===== config.mk =====
export PLATFORM = sky130hd
export DESIGN_NAME = sram_like_responder
export DESIGN_NICKNAME = d
export VERILOG_FILES = /design/src/rtl/sram_like_responder.sv
export SDC_FILE = /design/constraint.sdc
export NUM_CORES = 1
export LEC_CHECK = 0
export ABC_AREA = 0
export CORE_AREA = 2 2 104 106
export CTS_CLUSTER_SIZE = 25
export DETAILED_ROUTE_END_ITERATION = 6
export DIE_AREA = 0 0 106 108
export HOLD_SLACK_MARGIN = 0.06
export PLACE_DENSITY = 0.93
export SLEW_MARGIN = 5
export SYNTH_ARGS = -nofsm -noshare
export SYNTH_HDL_FRONTEND = slang
export SYNTH_SLANG_ARGS = --single-unit

===== constraint.sdc =====
create_clock -name clk -period 3.31 [get_ports clk]
set_input_delay 0.4965 -clock clk [delete_from_list [all_inputs] [get_ports clk]]
set_output_delay 0.4965 -clock clk [all_outputs]
set_load 0.01 [all_outputs]

===== src/rtl/sram_like_responder.sv =====
// sram_like_responder
// Responder end of the SRAM-like bus. Each accepted request is issued to an
// external synchronous single-port RAM in the same cycle. The RAM result is
// captured one cycle later by a one-entry pending stage and queued in a small
// response FIFO. Responses return strictly in acceptance order, and at most
// DEPTH transactions are outstanding at any time.
//
// Optional feature: define SRAM_RESP_RAND_DELAY_EN to add LFSR-driven random
// stalls on addr_ok and data_ok. These stalls change only handshake timing;
// data and ordering are unchanged. With the macro undefined the latency is
// fixed at two cycles from accept to data_ok.

module sram_like_responder #(
   parameter int ADDR_W = 14,
   parameter int DEPTH  = 2
) (
   input  logic              clk,
   input  logic              reset,
   input  logic              sram_req,
   input  logic              sram_wr,
   input  logic [1:0]        sram_size,
   input  logic [3:0]        sram_wstrb,
   input  logic [31:0]       sram_addr,
   input  logic [31:0]       sram_wdata,
   output logic              sram_addr_ok,
   output logic              sram_data_ok,
   output logic [31:0]       sram_rdata,
   output logic              ram_en,
   output logic [3:0]        ram_we,
   output logic [ADDR_W-1:0] ram_addr,
   output logic [31:0]       ram_wdata,
   input  logic [31:0]       ram_rdata
);

   // A DEPTH of 1 still needs a one-bit pointer; wrapping is explicit below.
   localparam int PTR_W = (DEPTH > 1) ? $clog2(DEPTH) : 1;
   localparam int CNT_W = $clog2(DEPTH) + 1;
   localparam logic [CNT_W:0] DEPTH_V = (CNT_W+1)'(DEPTH);

   logic              accept;
   logic              addr_stall;
   logic              data_stall;
   logic [CNT_W:0]    outstanding;

   logic              pend;
   logic              pend_wr;

   logic [31:0]       fifo_mem [DEPTH];
   logic [PTR_W-1:0]  wr_ptr;
   logic [PTR_W-1:0]  rd_ptr;
   logic [CNT_W-1:0]  fifo_count;
   logic              push;
   logic              pop;
   logic [31:0]       push_data;

   logic [ADDR_W-1:0] ram_addr_q;
   logic [31:0]       ram_wdata_q;

   // sram_size and the address bits outside the word index are not decoded.
   logic              unused_bits;
   assign unused_bits = ^{sram_size, sram_addr[31:ADDR_W+2], sram_addr[1:0]};

   function automatic logic [PTR_W-1:0] ptr_inc(input logic [PTR_W-1:0] p);
      return (p == PTR_W'(DEPTH - 1)) ? '0 : p + 1'b1;
   endfunction

`ifdef SRAM_RESP_RAND_DELAY_EN
   logic [15:0] lfsr;
   logic        lfsr_fb;

   // Fibonacci taps 16,14,13,11.
   assign lfsr_fb = lfsr[15] ^ lfsr[13] ^ lfsr[12] ^ lfsr[10];

   // Free-running stall generator, advances every cycle.
   always_ff @(posedge clk or posedge reset) begin
      if (reset) begin
         lfsr <= 16'hACE1;
      end else begin
         lfsr <= {lfsr[14:0], lfsr_fb};
      end
   end

   assign addr_stall = (lfsr[1:0] == 2'b00);
   assign data_stall = (lfsr[3:2] == 2'b00);
`else
   assign addr_stall = 1'b0;
   assign data_stall = 1'b0;
`endif

   // Anything in the pending stage or in the FIFO counts against the limit,
   // so the FIFO can never overflow.
   assign outstanding = {{CNT_W{1'b0}}, pend} + {1'b0, fifo_count};

   // Gating with reset keeps the bus and the RAM quiet while reset is held,
   // even if the initiator keeps sram_req high.
   assign accept       = sram_req & ~reset & (outstanding < DEPTH_V) & ~addr_stall;
   assign sram_addr_ok = accept;

   assign ram_en    = accept;
   assign ram_we    = (accept & sram_wr) ? sram_wstrb : 4'b0000;
   assign ram_addr  = accept ? sram_addr[ADDR_W+1:2] : ram_addr_q;
   assign ram_wdata = accept ? sram_wdata : ram_wdata_q;

   // Hold the last issued address/data so the RAM pins stay stable when idle.
   always_ff @(posedge clk or posedge reset) begin
      if (reset) begin
         ram_addr_q  <= '0;
         ram_wdata_q <= '0;
      end else if (accept) begin
         ram_addr_q  <= sram_addr[ADDR_W+1:2];
         ram_wdata_q <= sram_wdata;
      end
   end

   // Pending stage: tracks the access issued last cycle, whose RAM data is
   // on ram_rdata now.
   always_ff @(posedge clk or posedge reset) begin
      if (reset) begin
         pend    <= 1'b0;
         pend_wr <= 1'b0;
      end else begin
         pend <= accept;
         if (accept) begin
            pend_wr <= sram_wr;
         end
      end
   end

   assign push      = pend;
   assign push_data = pend_wr ? 32'h0 : ram_rdata;
   assign pop       = sram_data_ok;

   // FIFO pointers and occupancy; a push and a pop together leave the count unchanged.
   always_ff @(posedge clk or posedge reset) begin
      if (reset) begin
         wr_ptr     <= '0;
         rd_ptr     <= '0;
         fifo_count <= '0;
      end else begin
         if (push) begin
            wr_ptr <= ptr_inc(wr_ptr);
         end
         if (pop) begin
            rd_ptr <= ptr_inc(rd_ptr);
         end
         case ({push, pop})
            2'b10:   fifo_count <= fifo_count + 1'b1;
            2'b01:   fifo_count <= fifo_count - 1'b1;
            default: fifo_count <= fifo_count;
         endcase
      end
   end

   // FIFO storage: data needs no reset because the count qualifies it.
   always_ff @(posedge clk) begin
      if (push) begin
         fifo_mem[wr_ptr] <= push_data;
      end
   end

   // The initiator cannot backpressure, so every data_ok pops the head entry.
   assign sram_data_ok = (fifo_count != '0) & ~data_stall;
   assign sram_rdata   = sram_data_ok ? fifo_mem[rd_ptr] : 32'h0;

endmodule


==> metrics.md <==
| Metric | Value |
|---|---|
| Mapped Area | ~0.0047 mm^2 |
| Slew margin rel. | 0.260 |
| Post-Syn Nets | approximately 400 |
| # rows | 37 |
| Reg2reg end | fifo_count[1] |
| Worst-skew pair later-pin latency | a little over 0.5 ns |
| CP Class | register to output pin |
| Post-CTS sizing | 0 |
| Met2 global-route usage | 0.348 |
| ANT nets after route | 0 |
| Final Cycle Share | 0.882 |
| Met3 usage | 0.0808 |
| Final worst slack | roughly 0.39 ns |
| Worst hold-check path type | input pin to async pin |
| Drt wl/cell | between 15 and 20 um |
| Simple-gate share of the synthesized area | 0.0793 |
| Setup crit end | sram_rdata[10] |
| Num CTS Buffers | 17 |
| Drc violations | 0 |
| Most Crowded Layer GR | met2 |
| Yosys top cell by area | edfxtp_1 |
| Synth Warn # | 0 |
| Layout Cells excl Fill | between 600 and 700 |
| Pre-CTS WS | ~0.46 ns |
| P_leak | 2.94 nW |
| Crit-path max FO | 33 |
| Top post-synthesis cells by area | edfxtp_1 41%, dfrtp_1 27%, mux2_4 9.5%, mux2i_1 6.8%, nor2b_1 4.2% |
| Xor-xnor portion of the synthesized cell area | 0.00925 |
| Placed cells | 591 |
| Synth top area share | 0.406 |
| CTS tree | built |
| Setup Viol. Count Final | 0 |
| DIE HEIGHT | between 100 and 150 um |
| Clock buffer depth | 2 |
| Via density | 4.86 |
| #FFs+latches synth | approximately 120 |
| First-pass GRT wire length | ~17000 um |
| Congestion Overflow GR | 0 |
| Via Count | 3029 |
| Core outline area | ~0.010 mm^2 |
| Maximum clock rate | 342 MHz |
| Arr. time, crit path | approximately 2.4 ns |
| MaxCap Viol Count | 0 |
| Worst setup path start | rd_ptr |
| Root buffer cell | clkbuf_8 |
| Iter 0 DRT Violations | 114 |
| Post-Syn Instances | 296 |
| Pwr dens | ~940 mW/mm^2 |
| Clock sink count | around 120 |
| Layout cells sized above 1 | 0.172 |
| FF-to-FF Start | fifo_count[0] |
| Vias in the first global route | ~3200 |
| Worst-path clk slew | about 0.050 ns |
| Die width | between 100 and 150 um |
| Synth Area in Compound Gates | 0 |
| N_diodes | 0 |
| Final Hold Viols | 0 |
| Worst Skew | 0.00619 ns |
| Syn_area_per_cell | 16.0 um^2 |
| Hold buffer count at cts | 0 |
| Largest net degree at the start of global routing | 34 |
| Netlist cell types | 21 |
| Total global-route track usage | 0.197 |
| Sequential-to-total area share from yosys stat | 0.681 |
| NumNets Final | 581 |
| Crit path time final | roughly 3 ns |
| DPL Wire Length | 7270 um |
| Quantity of I/O buffers inserted on ports | 170 |
| CP startpoint kind | register |
| Multiplexer share of the synthesized area | 0.203 |
| H-Tree Depth | 4 |
| Starting Density | 0.463 |
| Post-synthesis adder-cell area fraction | 0.00264 |
| Unrepaired setup endpoints after global routing | no |
| GRT met1 Usage | 0.213 |
| Setup TNS | 0 ns |
| Pre-Repair DR Iteration Count | 4 |
| Initial antenna violation count | 0 |
| Area grow syn2layout | 51.3% |
| Maximum vdd drop | about 0.46 mV |
| Status | completed |
| Setup crit end kind | output pin |
| R2R depth | 5 |
| DIE AREA | approximately 0.011 mm^2 |
| Postcts setup bufs | 0 |
| Largest family of logic cells by synthesized area | multiplexers |
| Slew @ Worst Pin | roughly 1.1 ns |
| Final wirelength | about 11000 um |
| Num ports | around 190 |
| Critical Path RT | roughly 2.8 ns |
| Fin. max-slew vios | 0 |
| Setup slack, reg-to-reg | 1.53 ns |
| RD Place Congestion | roughly 0.79 |
worst min-delay path by stage:
stage | startpoint | to | slack (ns) | cells past startpoint
4_1_cts | reset | ram_wdata_q[10] | 0.38 | 2
3_3_place_gp | ram_wdata_q[8] | ram_wdata_q[8] | 0.48 | 1
3_5_place_dp | ram_wdata_q[6] | ram_wdata_q[6] | 0.48 | 1
5_1_grt | reset | ram_addr_q[2] | 0.43 | 2
2_1_floorplan | wr_ptr | wr_ptr | 0.45 | 1
6_report | reset | ram_addr_q[2] | 0.39 | 2
sequential cells by signal, indices dropped and copies added (netlist names):
register	flops
fifo_count	2
wr_ptr	1
rd_ptr	1
fifo_mem	64
pend_wr	1
ram_wdata_q	32
pend	1
ram_addr_q	14
routing by layer:
| metal | part of all wire | up-vias | routed length, um |
|---|---|---|---|
| met4 | 0.012 | 0 | 133 |
| met5 | 0 | - | 0 |
| met3 | 0.080 | 15 | 855 |
| met1 | 0.37 | 1483 | 3950 |
| met2 | 0.54 | 138 | 5810 |
| li1 | - | 1393 | - |
layout make-up:
| cell class | instances | area (um^2) |
|---|---|---|
| sequential | 116 | 3220 |
| fill | 689 | 3060 |
| timing repair buffer | 175 | 1750 |
| multi-input combinational | 160 | 1410 |
| clock buffer | 25 | 508 |
| tap | 136 | 170 |
| clock inverter | 7 | 88.8 |
| inverter | 4 | 15.0 |
synth_stat cells:
master and number:
clkbuf_1 3, nand3_1 1, buf_2 8, mux2i_1 32, edfxtp_1 64, mux2_2 16
mux2_4 30, dfrtp_1 52, xnor2_1 3, buf_4 1, nor2b_1 32, nor2_1 36
mux2_1 1, and3_1 4, xor2_1 2, ha_1 1, nand2_1 1, and2_1 1
inv_1 3, inv_2 1, buf_6 4
cells in the final DEF (no fill, tap or decap), drive strengths merged, types with 2 or more instances in the layout:
| cell | synthesis | routed |
|---|---|---|
| mux2 | 47 | 47 |
| nor2b | 32 | 32 |
| nor2 | 36 | 36 |
| xor2 | 2 | 2 |
| inv | 4 | 5 |
| buf | 13 | 5 |
| and3 | 4 | 4 |
| clkbuf | 3 | 25 |
| dfrtp | 52 | 52 |
| clkdlybuf4s50 | 0 | 170 |
| clkinv | 0 | 3 |
| xnor2 | 3 | 3 |
| mux2i | 32 | 32 |
| bufinv | 0 | 2 |
| edfxtp | 64 | 64 |
worst max-delay path, stage by stage, from the launching register on:
cell and delay [ns]:
dfrtp_2 1.00, mux2i_1 0.19, nor2_1 0.16, clkdlybuf4s50_1 0.56
cells by family after synthesis:
group / count (synthesis)
AND/OR/NAND/NOR: 75
XOR/XNOR: 5
buffers and inverters: 20
adder cells (fa/ha/maj): 1
multiplexers: 79
flip-flops: 116
through the flow:
stage | total power [mW] | hold WS, ns | cell area, um^2 | util
after CTS | 6.80 | 0.380 | 7170 | 0.701
after floorplan | 3.57 | 0.454 | 4740 | -
after global placement | 4.86 | 0.478 | 6570 | 0.642
final | 6.73 | 0.389 | 7170 | 0.701
after detailed placement | 4.95 | 0.476 | 6570 | 0.642
after global routing | 7.07 | 0.430 | 7170 | 0.701
report_power, final:
group          switching (mW)  internal [mW]
Combinational            1.04           1.56
Sequential              0.309           2.01
Clock                   0.601           1.20
Total                    1.95           4.78
(Power assumes the default switching activity.)
